[config.mk]
export PLATFORM = sky130hd
export DESIGN_NAME = fetch_ctrl
export DESIGN_NICKNAME = d
export VERILOG_FILES = /design/src/rtl/fetch_ctrl.sv
export SDC_FILE = /design/constraint.sdc
export NUM_CORES = 1
export LEC_CHECK = 0
export ABC_AREA = 1
export ABC_CLOCK_PERIOD_IN_PS = 2100
export CAP_MARGIN = 30
export CORE_MARGIN = 1
export CORE_UTILIZATION = 40
export CTS_BUF_LIST = sky130_fd_sc_hd__clkbuf_4 sky130_fd_sc_hd__clkbuf_8 sky130_fd_sc_hd__clkbuf_16
export CTS_CLUSTER_DIAMETER = 50
export DETAILED_ROUTE_END_ITERATION = 8
export GPL_TIMING_DRIVEN = 0
export PLACE_DENSITY = 0.68
export SYNTH_ARGS = -nofsm -noshare
export SYNTH_HDL_FRONTEND = slang
export SYNTH_SLANG_ARGS = --single-unit
[constraint.sdc]
create_clock -name clk -period 2.1 [get_ports clk]
set_input_delay 0.315 -clock clk [delete_from_list [all_inputs] [get_ports clk]]
set_output_delay 0.315 -clock clk [all_outputs]
set_load 0.1 [all_outputs]
[src/rtl/fetch_ctrl.sv]
// Instruction fetch controller: one outstanding imem request, D-stage output register,
// branch redirect with drop of stale responses. Optional macro FETCH_MISALIGN_TRAP_EN.
module fetch_ctrl #(
    parameter int              DPW          = 32,
    parameter logic [DPW-1:0]  RESET_VECTOR = 32'h0000_0000,
    parameter logic [DPW-1:0]  TRAP_VECTOR  = 32'h0000_0100
) (
    input  logic            clk,
    input  logic            arst_n,
    input  logic            stall_i,
    input  logic            branchE,
    input  logic            zero_flag,
    input  logic [DPW-1:0]  PCE,
    input  logic [DPW-1:0]  immextE,
    output logic            imem_req_o,
    output logic [DPW-1:0]  imem_addr_o,
    input  logic            imem_gnt_i,
    input  logic            imem_rvalid_i,
    input  logic [31:0]     imem_rdata_i,
    output logic [31:0]     instrD_o,
    output logic [DPW-1:0]  PCD_o,
    output logic            validD_o,
    output logic            flushD_o
);

    typedef enum logic [1:0] {ST_BOOT, ST_REQ, ST_WAIT, ST_HOLD} state_t;

`ifdef FETCH_MISALIGN_TRAP_EN
    localparam bit TRAP_EN = 1'b1;
`else
    localparam bit TRAP_EN = 1'b0;
`endif

    state_t          state;
    logic [DPW-1:0]  pc;
    logic            drop;
    logic            taken;
    logic [DPW-1:0]  target_raw;
    logic [DPW-1:0]  target;
    logic [DPW-1:0]  pc_inc;

    assign taken      = branchE & zero_flag;
    assign target_raw = PCE + immextE;
    assign pc_inc     = pc + DPW'(4);
    // An aligned raw target equals its forced-aligned form, so one mux covers both builds.
    assign target     = (TRAP_EN && (target_raw[1:0] != 2'b00)) ? TRAP_VECTOR
                                                                 : {target_raw[DPW-1:2], 2'b00};

    // NOTE: all state uses non-blocking assignments so every register samples pre-edge values;
    // later assignments in the block (redirect) deliberately override the defaults above them.
    always_ff @(posedge clk or negedge arst_n) begin
        if (!arst_n) begin
            state       <= ST_BOOT;
            pc          <= RESET_VECTOR;
            drop        <= 1'b0;
            imem_req_o  <= 1'b0;
            imem_addr_o <= RESET_VECTOR;
            instrD_o    <= 32'h0000_0013;
            PCD_o       <= '0;
            validD_o    <= 1'b0;
            flushD_o    <= 1'b0;
        end else begin
            flushD_o <= 1'b0;
            validD_o <= validD_o & stall_i;
            case (state)
                ST_BOOT: begin
                    state       <= ST_REQ;
                    pc          <= RESET_VECTOR;
                    imem_req_o  <= 1'b1;
                    imem_addr_o <= RESET_VECTOR;
                end
                ST_REQ: begin
                    if (taken) begin
                        pc       <= target;
                        flushD_o <= 1'b1;
                        validD_o <= 1'b0;
                        if (imem_gnt_i) begin
                            state      <= ST_WAIT;
                            imem_req_o <= 1'b0;
                            drop       <= 1'b1;
                        end else begin
                            imem_addr_o <= target;
                        end
                    end else if (imem_gnt_i) begin
                        state      <= ST_WAIT;
                        imem_req_o <= 1'b0;
                    end
                end
                ST_WAIT: begin
                    if (taken) begin
                        pc       <= target;
                        flushD_o <= 1'b1;
                        validD_o <= 1'b0;
                        if (imem_rvalid_i) begin
                            state       <= ST_REQ;
                            imem_req_o  <= 1'b1;
                            imem_addr_o <= target;
                            drop        <= 1'b0;
                        end else begin
                            drop <= 1'b1;
                        end
                    end else if (imem_rvalid_i) begin
                        if (drop) begin
                            drop        <= 1'b0;
                            state       <= ST_REQ;
                            imem_req_o  <= 1'b1;
                            imem_addr_o <= pc;
                        end else begin
                            instrD_o    <= imem_rdata_i;
                            PCD_o       <= pc;
                            validD_o    <= 1'b1;
                            pc          <= pc_inc;
                            imem_addr_o <= pc_inc;
                            if (stall_i) begin
                                state <= ST_HOLD;
                            end else begin
                                state      <= ST_REQ;
                                imem_req_o <= 1'b1;
                            end
                        end
                    end
                end
                ST_HOLD: begin
                    if (taken) begin
                        pc          <= target;
                        flushD_o    <= 1'b1;
                        validD_o    <= 1'b0;
                        state       <= ST_REQ;
                        imem_req_o  <= 1'b1;
                        imem_addr_o <= target;
                    end else if (!stall_i) begin
                        state       <= ST_REQ;
                        imem_req_o  <= 1'b1;
                        imem_addr_o <= pc;
                    end
                end
                default: state <= ST_BOOT;
            endcase
        end
    end

endmodule
==> results of run 1 <==
[routing by layer]
layer	GRT usage	vias up
li1	-	5135
met3	0.03800	41
met4	0.08692	0
met5	0	-
met1	0.3366	4696
met2	0.4349	365
[flip-flops by register name (all words and copies together), names as in the netlist, 2 cells and up]
register / count
state: 2
instrD_o: 32
PCD_o: 32
pc: 32
imem_addr_o: 32
[synth_stat cells (15+ instances only)]
master and instances:
sky130_fd_sc_hd__mux2_2 32, sky130_fd_sc_hd__nor2_1 69, sky130_fd_sc_hd__o21ai_0 85, sky130_fd_sc_hd__clkbuf_1 24
sky130_fd_sc_hd__a21oi_1 63, sky130_fd_sc_hd__buf_2 15, sky130_fd_sc_hd__o21ai_1 25, sky130_fd_sc_hd__inv_1 187
sky130_fd_sc_hd__dfrtp_1 131, sky130_fd_sc_hd__nand3_1 117, sky130_fd_sc_hd__ha_1 36, sky130_fd_sc_hd__nand2_1 570
[critical path: stages]
cell and delay [ns]:
sky130_fd_sc_hd__clkdlybuf4s50_1 0.45, sky130_fd_sc_hd__ha_4 0.32, sky130_fd_sc_hd__nand2_2 0.09, sky130_fd_sc_hd__nor2_4 0.11
sky130_fd_sc_hd__inv_2 0.07, sky130_fd_sc_hd__nor3_4 0.19, sky130_fd_sc_hd__nand2_1 0.09, sky130_fd_sc_hd__nand2_2 0.11
sky130_fd_sc_hd__xor2_4 0.20, sky130_fd_sc_hd__nand2_1 0.09, sky130_fd_sc_hd__o21ai_1 0.08, sky130_fd_sc_hd__nand2_1 0.12
sky130_fd_sc_hd__nand2_1 0.08, sky130_fd_sc_hd__nand2_1 0.04
[layout by cell type, fill, tap and decap left out, types with 5 or more instances in the layout]
| master | n |
|---|---|
| sky130_fd_sc_hd__a21oi_1 | 48 |
| sky130_fd_sc_hd__a21oi_2 | 14 |
| sky130_fd_sc_hd__buf_2 | 12 |
| sky130_fd_sc_hd__buf_4 | 26 |
| sky130_fd_sc_hd__clkbuf_1 | 10 |
| sky130_fd_sc_hd__clkbuf_16 | 17 |
| sky130_fd_sc_hd__clkbuf_2 | 13 |
| sky130_fd_sc_hd__clkbuf_4 | 5 |
| sky130_fd_sc_hd__clkdlybuf4s50_1 | 72 |
| sky130_fd_sc_hd__clkinvlp_4 | 6 |
| sky130_fd_sc_hd__dfrtp_1 | 124 |
| sky130_fd_sc_hd__dfrtp_2 | 7 |
| sky130_fd_sc_hd__dlygate4sd2_1 | 96 |
| sky130_fd_sc_hd__dlymetal6s2s_1 | 29 |
| sky130_fd_sc_hd__ha_1 | 6 |
| sky130_fd_sc_hd__ha_2 | 5 |
| sky130_fd_sc_hd__ha_4 | 25 |
| sky130_fd_sc_hd__inv_1 | 184 |
| sky130_fd_sc_hd__inv_2 | 8 |
| sky130_fd_sc_hd__mux2_2 | 32 |
| sky130_fd_sc_hd__nand2_1 | 521 |
| sky130_fd_sc_hd__nand2_2 | 40 |
| sky130_fd_sc_hd__nand2_4 | 10 |
| sky130_fd_sc_hd__nand3_1 | 102 |
| sky130_fd_sc_hd__nand3_2 | 15 |
| sky130_fd_sc_hd__nand4_1 | 10 |
| sky130_fd_sc_hd__nor2_1 | 50 |
| sky130_fd_sc_hd__nor2_2 | 16 |
| sky130_fd_sc_hd__nor2_4 | 12 |
| sky130_fd_sc_hd__nor3_1 | 5 |
| sky130_fd_sc_hd__o211ai_1 | 7 |
| sky130_fd_sc_hd__o21ai_0 | 78 |
| sky130_fd_sc_hd__o21ai_1 | 31 |
| sky130_fd_sc_hd__xnor2_2 | 7 |
[where the power goes]
group	internal [W]	switching, W
registers	0.00356	0.000660
clock network	0.00180	0.00113
logic	0.00289	0.00933
total	0.00825	0.0111
[layout make-up]
type / count / area [sq um]
inverters: 195 / 739.5
plain buffers: 42 / 226.5
clock buffers: 19 / 452.9
multi-input cells: 1087 / 6297
repair buffers: 225 / 2153
flip-flops and latches: 134 / 3366
clock inverters: 12 / 130.1
fillers: 2276 / 9778
well taps: 319 / 399.1
[what timing repair did]
action	in CTS	in global routing
setup buffers	7	15
hold buffers	1	0
endpoints found under the setup margin	198	83
endpoints found under the hold margin	57	0
resized for setup	169	204
pin swaps	4	49
[cells by family (layout without fill, tap and decap cells)]
family,after synthesis,in the layout,share of synthesized area
and+or+nand+nor,804,804,0.3477
xor gates and xnor gates,17,17,0.01542
DFF,134,134,0.3477
buffers and inverters,237,493,0.09409
muxes,32,32,0.03733
adders and majority gates,36,36,0.04666
AOI/OAI and AO/OA,198,198,0.1111
[per-stage QoR]
step	instance area (sq um)	utilization	setup WS, ns	total power (W)
finish	13760	0.5847	0.04773	0.01938
global route	13760	0.5847	-0.02942	0.02041
CTS	12960	0.5505	-0.01220	0.01900
detailed placement	12090	0.5137	-0.6620	0.01624
global placement	12070	0.5125	-4.676	0.01614
floorplan	9654	-	0.2249	0.01290
[final timing paths]
check,startpoint,end,slack [ns],cells after the start
worst min register to register,PCD_o[11]$_DFFE_PN0P_,PCD_o[11]$_DFFE_PN0P_,0.48,2
min in group clk,PCD_o[11]$_DFFE_PN0P_,PCD_o[11]$_DFFE_PN0P_,0.48,2
worst min-delay path,arst_n,instrD_o[13]$_DFFE_PN0P_,0.43,2
worst max register to register,state[0]$_DFFE_PN0P_,pc[15]$_DFFE_PN0P_,0.08,10
max in group asynchronous,arst_n,drop$_DFFE_PN0P_,0.90,3
worst max-delay path,PCE[13],imem_addr_o[18]$_DFFE_PN0P_,0.05,14
==> flow_summary.json, run 1 <==
{
  "status": "completed",
  "number_of_standard_cell_rows_in_the_floorplan": 56,
  "synth-async-reset-ratio": 1.000,
  "grt_overflow": 0,
  "totalWireLength_mm": 32.12,
  "max-vdd-ir-drop_mv": 0.9051,
  "drt-vias-per-instance": 5.035,
  "cts_buffer_depth": 2,
  "detail_route.iter0.violations": 708,
  "synth_cell_type_count": 46,
  "num_antenna_cells": 0,
  "areaGrowthSynthToFinish_pct": 42.57,
  "place_inst": 1979,
  "p_leak_nw": 7.259,
  "floorplan.die_area_sq_mm": 0.02476,
  "routed-wl-met3_mm": 1.902,
  "grt_max_degree": 75,
  "met2_wirelength_mm": 15.18,
  "highest-signal-layer": "met4",
  "clk_latency_ns": 0.42,
  "clock_root_buffer": "sky130_fd_sc_hd__clkbuf_16",
  "post_layout_min_period_ns": 2.052,
  "wl_per_cell_um": 15.80,
  "layout.nets": 1841,
  "maxSlewViolCount": 0,
  "crit_path_start_kind": "primary input",
  "grt_antenna_before_repair": 0,
  "synthesis.area_sq_mm": 0.009654,
  "wire_length_of_the_first_global_routing_pass_mm": 49.14,
  "chipWidth_um": 157.4,
  "final.hold.worst_slack_ns": 0.4260,
  "number_of_synthesized_flops_with_an_enable_pin": 0,
  "synth.yosys.seq_area_share": 0.3477,
  "syn_area_per_cell_sq_um": 6.622,
  "ys_warn_count": 0,
  "synthesis.nets": 1597,
  "finalClockSkew_ns": 0.01288,
  "synth_largest_type_area_fraction": 0.3396,
  "postSynth.topFlopCell": "sky130_fd_sc_hd__dfrtp_1",
  "cts_sinks": 134,
  "final-instance-count-excl-fill": 2033,
  "p_per_area_mw_per_mm2": 1408,
  "max_clock_freq_mhz": 487.3,
  "gp_congestion": 0.9182,
  "total_negative_setup_slack_ns": 0,
  "coreArea_sq_mm": 0.02354,
  "min_path_type": "primary input to async pin",
  "timing.final.crit_share": 0.9773,
  "timing.setup.critical_path_class": "primary input to flop",
  "timing.critical_path.to_type": "flop",
  "clk_transition_reported_paths_ns": 0.06,
  "maxSlewHeadroom": 0.3416,
  "hold_violation_count_in_the_final_report": 0,
  "start_util": 0.4101,
  "detailroute.via_count": 10237,
  "post-synth-top-area-cell": "sky130_fd_sc_hd__dfrtp_1",
  "place.port_buffers": 201,
  "synth_cells": 1458,
  "detail-route-antenna-nets": 0,
  "synth-seq-cells": 134,
  "required_ns": 2.41,
  "tightestPinTransition_ns": 0.9916,
  "final_layout_size_suffix_gt1_frac": 0.1809,
  "detailedRoute.firstPassIterationCount": 6,
  "largest_driver_fanout_on_the_critical_path": 4,
  "detail_route.drc_violations": 0,
  "numCtsBuffers": 17,
  "yosys-top-cells-area": "sky130_fd_sc_hd__dfrtp_1 34%, sky130_fd_sc_hd__nand2_1 22%, sky130_fd_sc_hd__inv_1 7.3%, sky130_fd_sc_hd__nand3_1 6.1%, sky130_fd_sc_hd__ha_1 4.7%",
  "unrepaired_setup_endpoints_after_global_routing": "true",
  "detailedPlacementHpwl_mm": 25.38,
  "route.layer.met1.wl_mm": 14.29,
  "critical_path_arrival_ns": 2.36,
  "die_height_um": 157.4,
  "number_of_violations_of_the_max_capacitance_limit": 0,
  "first_global_vias": 9447,
  "final-setup-viol-count": 0,
  "clock_tree.htree_level_count": 4,
  "ioPinCount": 202,
  "tritoncts": "done",
  "grt_resource_usage_total": 0.2580
}
Power figures use the tool's default switching activity.
==> run 2, diff against run 1 <==
- ABC_CLOCK_PERIOD_IN_PS: 2100 -> 2600
- clock period: 2.1 -> 2.6 ns (I/O delays scaled with it)
==> run 2 against run 1 <==
Clock power shrank 19%. Register-to-register slack gained 0.15 ns. Sequential power decreased by 19%. Cell count fell by 1.1%. Global-route usage down 0.31 points. First-iteration DRC count down 7.1%. Sequential share of layout area grew 2.0 points. Sequential cell count unchanged. Core utilization fell by 4.5 points. Critical path depth decreased by 13. Total power down 20%. Largest cell class unchanged. Highest routed layer unchanged.
==> flow_summary.json, run 2 (synthesis gave the netlist of run 1 again) <==
{
  "clk_transition_reported_paths_ns": 0.06,
  "post-route-worst-setup-slack_ns": 0.1400,
  "min_path_cells": 2,
  "critical_path.n_buffers_inverters": 1,
  "crit_path_top_delay_cell": "sky130_fd_sc_hd__clkdlybuf4s50_1",
  "timing.rr.start": "state[0]$_DFFE_PN0P_",
  "detail-route-antenna-nets": 0,
  "max-vdd-ir-drop_mv": 0.7843,
  "unrepaired_setup_endpoints_after_global_routing": "false",
  "wl_per_cell_um": 15.34,
  "number_of_violations_of_the_max_capacitance_limit": 0,
  "ioPinCount": 202,
  "final.hold.worst_slack_ns": 0.4813,
  "detail_route.drc_violations": 0,
  "post-route-cell-area_sq_mm": 0.01271,
  "crit_path_start_kind": "flop",
  "timing.critical_path.to_type": "output pin",
  "final_layout_size_suffix_gt1_frac": 0.06974,
  "whs_endpoint": "imem_addr_o[22]$_DFFE_PN0P_",
  "report.power.total_w": 0.01553,
  "wire_length_of_the_first_global_routing_pass_mm": 48.49,
  "largest_driver_fanout_on_the_critical_path": 2,
  "totalWireLength_mm": 30.84,
  "maxSlewHeadroom": 0.3310,
  "layout_common_cells": "570 x sky130_fd_sc_hd__nand2_1, 200 x sky130_fd_sc_hd__clkdlybuf4s50_1, 187 x sky130_fd_sc_hd__inv_1, 131 x sky130_fd_sc_hd__dfrtp_1, 117 x sky130_fd_sc_hd__nand3_1",
  "timing.final.crit_share": 0.9461,
  "areaGrowthSynthToFinish_pct": 31.65,
  "tritoncts": "done",
  "status": "completed",
  "layout.nets": 1819,
  "clk_latency_ns": 0.42,
  "first_global_vias": 9302,
  "rrSetupSlack_ns": 0.23,
  "start_util": 0.4101,
  "slowest_delay_ns": 1.13,
  "grt_max_degree": 75,
  "finalClockSkew_ns": 0.01254,
  "grt_antenna_before_repair": 0,
  "timing.setup.critical_path_class": "flop to output pin",
  "post_cts.repair.setup_buffers": 0,
  "chipWidth_um": 157.4,
  "final-setup-viol-count": 0,
  "gp_congestion": 0.9182,
  "clock_root_buffer": "sky130_fd_sc_hd__clkbuf_16",
  "min_path_type": "flop to flop",
  "hold_violation_count_in_the_final_report": 0,
  "drt-vias-per-instance": 4.988,
  "r2r_cells": 8,
  "detailroute.via_count": 10030,
  "die_height_um": 157.4,
  "grt_resource_usage_total": 0.2549,
  "numCtsBuffers": 17,
  "cts_sinks": 134,
  "num_antenna_cells": 0,
  "layout.cells.most_common": "sky130_fd_sc_hd__nand2_1",
  "p_leak_nw": 6.343,
  "number_of_standard_cell_rows_in_the_floorplan": 56,
  "timing.hold.worst.start": "imem_addr_o[22]$_DFFE_PN0P_",
  "floorplan.die_area_sq_mm": 0.02476,
  "detailedRoute.firstPassIterationCount": 6,
  "placed_cell_area_sq_mm": 0.01209,
  "max_clock_freq_mhz": 406.5,
  "dp_slack_ns": -0.2370,
  "coreArea_sq_mm": 0.02354,
  "place.port_buffers": 201,
  "tightestPinTransition_ns": 1.000,
  "p_per_area_mw_per_mm2": 1222,
  "detailedPlacementHpwl_mm": 25.38,
  "required_ns": 2.21,
  "detail_route.iter0.violations": 658,
  "grt_overflow": 0,
  "clock_tree.htree_level_count": 4,
  "critPathTopFamily": "buffers and inverters",
  "timing.critical_path.cells": "clkdlybuf4s50_1",
  "maxSlewViolCount": 0,
  "post_layout_min_period_ns": 2.460,
  "critical_path_arrival_ns": 2.07,
  "r2r-end": "imem_addr_o[1]$_DFFE_PN0P_",
  "cts_buffer_depth": 2
}
[run 2: cell count changes in the layout (fill, tap and decap cells not counted), sizes merged]
cell           previous run  this run
dlymetal6s2s             29         0
clkdlybuf4s50            72       200
clkbuf                   47        43
clkinv                    6         5
dlygate4sd2              96         0
buf                      41        20
inv                     193       194
[run 2: worst max path at each step]
stage | cells after the start | start | end
finish | 1 | instrD_o[4]$_DFFE_PN1P_ | instrD_o[4]
global route | 15 | PCE[11] | pc[22]$_DFFE_PN0P_
CTS | 1 | instrD_o[4]$_DFFE_PN1P_ | instrD_o[4]
detailed placement | 13 | immextE[9] | pc[12]$_DFFE_PN0P_
global placement | 1 | arst_n | imem_addr_o[21]$_DFFE_PN0P_
floorplan | 13 | PCE[4] | imem_addr_o[9]$_DFFE_PN0P_
[run 2: final cells by class]
| class | count | area, sq um |
|---|---|---|
| fillers | 2369 | 10830 |
| multi-input cells | 1087 | 5404 |
| flip-flops and latches | 134 | 3357 |
| repair buffers | 203 | 2051 |
| inverters | 195 | 735.7 |
| clock buffers | 19 | 452.9 |
| well taps | 319 | 399.1 |
| plain buffers | 42 | 180.2 |
| clock inverters | 12 | 130.1 |
[run 2: power breakdown]
part / switching [W] / leakage [nW] / internal (W)
combinational: 0.00734 / 4.32 / 0.00240
sequential: 0.000557 / 1.75 / 0.00287
clock: 0.000910 / 0.273 / 0.00145
total: 0.00881 / 6.34 / 0.00672
[run 2: per-layer routing]
metal / track usage / share of wire
met5: 0 / 0
met4: 0.08368 / 0.025
met3: 0.03882 / 0.065
met2: 0.4271 / 0.46
met1: 0.3346 / 0.45
[run 2: timing repair]
item                                    CTS  global route
resized for setup                         0            10
endpoints found under the setup margin    0            14
hold buffers                              1             0
endpoints found under the hold margin    57             0
[run 2: through the flow]
stage	setup TNS, ns	utilization	cells
final	0	0.5399	2011
after global routing	0	0.5399	2011
after detailed placement	-4.584	0.5137	1979
after CTS	0	0.5389	2011
after floorplan	0	-	1458
after global placement	-566.93	0.5125	1978
==> run 3, diff against run 2 <==
- PLACE_DENSITY: 0.68 -> 0.7
==> run 3 against run 2 <==
Hold slack lost 0.0016 ns. Critical path depth is the same. Clock skew grew 0.0014 ns. Setup slack lost 0.015 ns. First-iteration DRC count grew 28%. Count of clock-buffer cells in the layout grew 2. Total power grew 1.1%. Register-to-register slack lost 0.06 ns. Non-clock buffer count is the same. Combinational power is essentially flat. Sequential power is essentially flat. Cell area grew 0.35%. Largest cell class unchanged. Largest power group unchanged. Highest routed layer unchanged.
==> flow_summary.json, run 3 (synthesis gave the netlist of run 1 again) <==
{
  "place.port_buffers": 201,
  "max_clock_freq_mhz": 404.1,
  "gp_congestion": 0.9476,
  "r2r_cells": 7,
  "layout_common_cells": "570 x sky130_fd_sc_hd__nand2_1, 200 x sky130_fd_sc_hd__clkdlybuf4s50_1, 187 x sky130_fd_sc_hd__inv_1, 131 x sky130_fd_sc_hd__dfrtp_1, 116 x sky130_fd_sc_hd__nand3_1",
  "total_negative_setup_slack_ns": 0,
  "r2r-end": "imem_addr_o[3]$_DFFE_PN0P_",
  "drt-vias-per-instance": 5.053,
  "tritoncts": "done",
  "required_ns": 2.21,
  "number_of_violations_of_the_max_capacitance_limit": 0,
  "num_antenna_cells": 0,
  "numCtsBuffers": 17,
  "rrSetupSlack_ns": 0.17,
  "number_of_standard_cell_rows_in_the_floorplan": 56,
  "whs_endpoint": "PCD_o[22]$_DFFE_PN0P_",
  "status": "completed",
  "first_global_vias": 9762,
  "p_leak_nw": 6.367,
  "grt_overflow": 0,
  "detail_route.iter0.violations": 839,
  "timing.setup.critical_path_class": "flop to output pin",
  "detailroute.via_count": 10167,
  "critical_path_arrival_ns": 2.08,
  "detail_route.drc_violations": 0,
  "layout.cells.most_common": "sky130_fd_sc_hd__nand2_1",
  "critical_path.n_buffers_inverters": 1,
  "finalClockSkew_ns": 0.01395,
  "slowest_delay_ns": 1.13,
  "chipWidth_um": 157.4,
  "start_util": 0.4101,
  "min_path_type": "flop to flop",
  "ioPinCount": 202,
  "max-vdd-ir-drop_mv": 0.7185,
  "die_height_um": 157.4,
  "timing.hold.worst.start": "PCD_o[22]$_DFFE_PN0P_",
  "maxSlewHeadroom": 0.3064,
  "crit_path_start_kind": "flop",
  "critPathTopFamily": "buffers and inverters",
  "wl_per_cell_um": 15.57,
  "largest_driver_fanout_on_the_critical_path": 2,
  "post_layout_min_period_ns": 2.475,
  "floorplan.die_area_sq_mm": 0.02476,
  "post-route-cell-area_sq_mm": 0.01275,
  "grt_antenna_before_repair": 0,
  "timing.final.crit_share": 0.9519,
  "final-setup-viol-count": 0,
  "min_path_cells": 2,
  "totalWireLength_mm": 31.32,
  "maxSlewViolCount": 0,
  "tightestPinTransition_ns": 1.037,
  "clock_tree.htree_level_count": 4,
  "timing.critical_path.to_type": "output pin",
  "cts_buffer_depth": 2,
  "placed_cell_area_sq_mm": 0.01209,
  "detail-route-antenna-nets": 0,
  "clk_latency_ns": 0.43,
  "coreArea_sq_mm": 0.02354,
  "timing.rr.start": "state[0]$_DFFE_PN0P_",
  "areaGrowthSynthToFinish_pct": 32.11,
  "layout.nets": 1819,
  "hold_violation_count_in_the_final_report": 0,
  "detailedRoute.firstPassIterationCount": 5,
  "timing.critical_path.cells": "clkdlybuf4s50_1",
  "clk_transition_reported_paths_ns": 0.06,
  "crit_path_top_delay_cell": "sky130_fd_sc_hd__clkdlybuf4s50_1",
  "cts_sinks": 134,
  "fillCellCount": 2334,
  "grt_resource_usage_total": 0.2610,
  "detailedPlacementHpwl_mm": 25.43,
  "grt_max_degree": 75,
  "wire_length_of_the_first_global_routing_pass_mm": 49.85,
  "clock_root_buffer": "sky130_fd_sc_hd__clkbuf_16",
  "final_layout_size_suffix_gt1_frac": 0.07029,
  "p_per_area_mw_per_mm2": 1231
}
## run 3: changes by cell type in the layout (fill, tap and decap cells not counted), sizes merged
cell | previous run | this run
clkinv | 5 | 3
clkbuf | 43 | 45
bufinv | 2 | 3
## run 3: how the worst max path moves through the flow
stage | from | endpoint | slack [ns] | cells past startpoint
floorplan | PCE[4] | imem_addr_o[9]$_DFFE_PN0P_ | 0.71 | 13
global placement | arst_n | imem_addr_o[23]$_DFFE_PN0P_ | -4.18 | 1
detailed placement | PCE[9] | pc[12]$_DFFE_PN0P_ | -0.22 | 13
CTS | instrD_o[1]$_DFFE_PN1P_ | instrD_o[1] | 0.12 | 1
global route | PCE[10] | pc[30]$_DFFE_PN0P_ | -0.002 | 15
finish | instrD_o[1]$_DFFE_PN1P_ | instrD_o[1] | 0.13 | 1
## run 3: repair_timing
action,CTS,global route
endpoints found under the hold margin,60,0
hold buffers,1,0
endpoints found under the setup margin,0,6
setup buffers,0,0
gates resized for setup,0,8
## run 3: cell type report
type / instances / area, sq um / share of cell area
multi-input combinational: 1087 / 5409 / 0.4241
sequential: 134 / 3357 / 0.2632
timing repair buffer: 203 / 2051 / 0.1608
inverter: 195 / 735.7 / 0.05768
clock buffer: 21 / 474.2 / 0.03718
tap: 319 / 399.1 / 0.03129
buffer: 42 / 178.9 / 0.01403
clock inverter: 11 / 150.1 / 0.01177
## run 3: per-stage QoR
| stage | worst slack, ns | cells | power, W | util | hold slack [ns] |
|---|---|---|---|---|---|
| 2_1_floorplan | 0.7078 | 1458 | 0.01042 | - | 0.09441 |
| 3_3_place_gp | -4.178 | 1978 | 0.01302 | 0.5125 | 0.4653 |
| 3_5_place_dp | -0.2219 | 1979 | 0.01312 | 0.5137 | 0.4135 |
| 4_1_cts | 0.1174 | 2012 | 0.01567 | 0.5407 | 0.4848 |
| 5_1_grt | -0.002368 | 2012 | 0.01650 | 0.5418 | 0.5045 |
| 6_report | 0.1252 | 2012 | 0.01570 | 0.5418 | 0.4796 |
## run 3: metal layers
layer,global-route usage,vias up,share of wire
met5,0,-,0
li1,-,5076,-
met2,0.4353,438,0.46
met4,0.09894,0,0.026
met1,0.3389,4606,0.44
met3,0.04047,47,0.070
## run 3: where the power goes
part	internal (W)	switching, W	leakage (nW)	total [W]
logic	0.00239	0.00735	4.33	0.00974
registers	0.00287	0.000566	1.75	0.00343
clock network	0.00159	0.000926	0.291	0.00252
total	0.00685	0.00884	6.37	0.0157
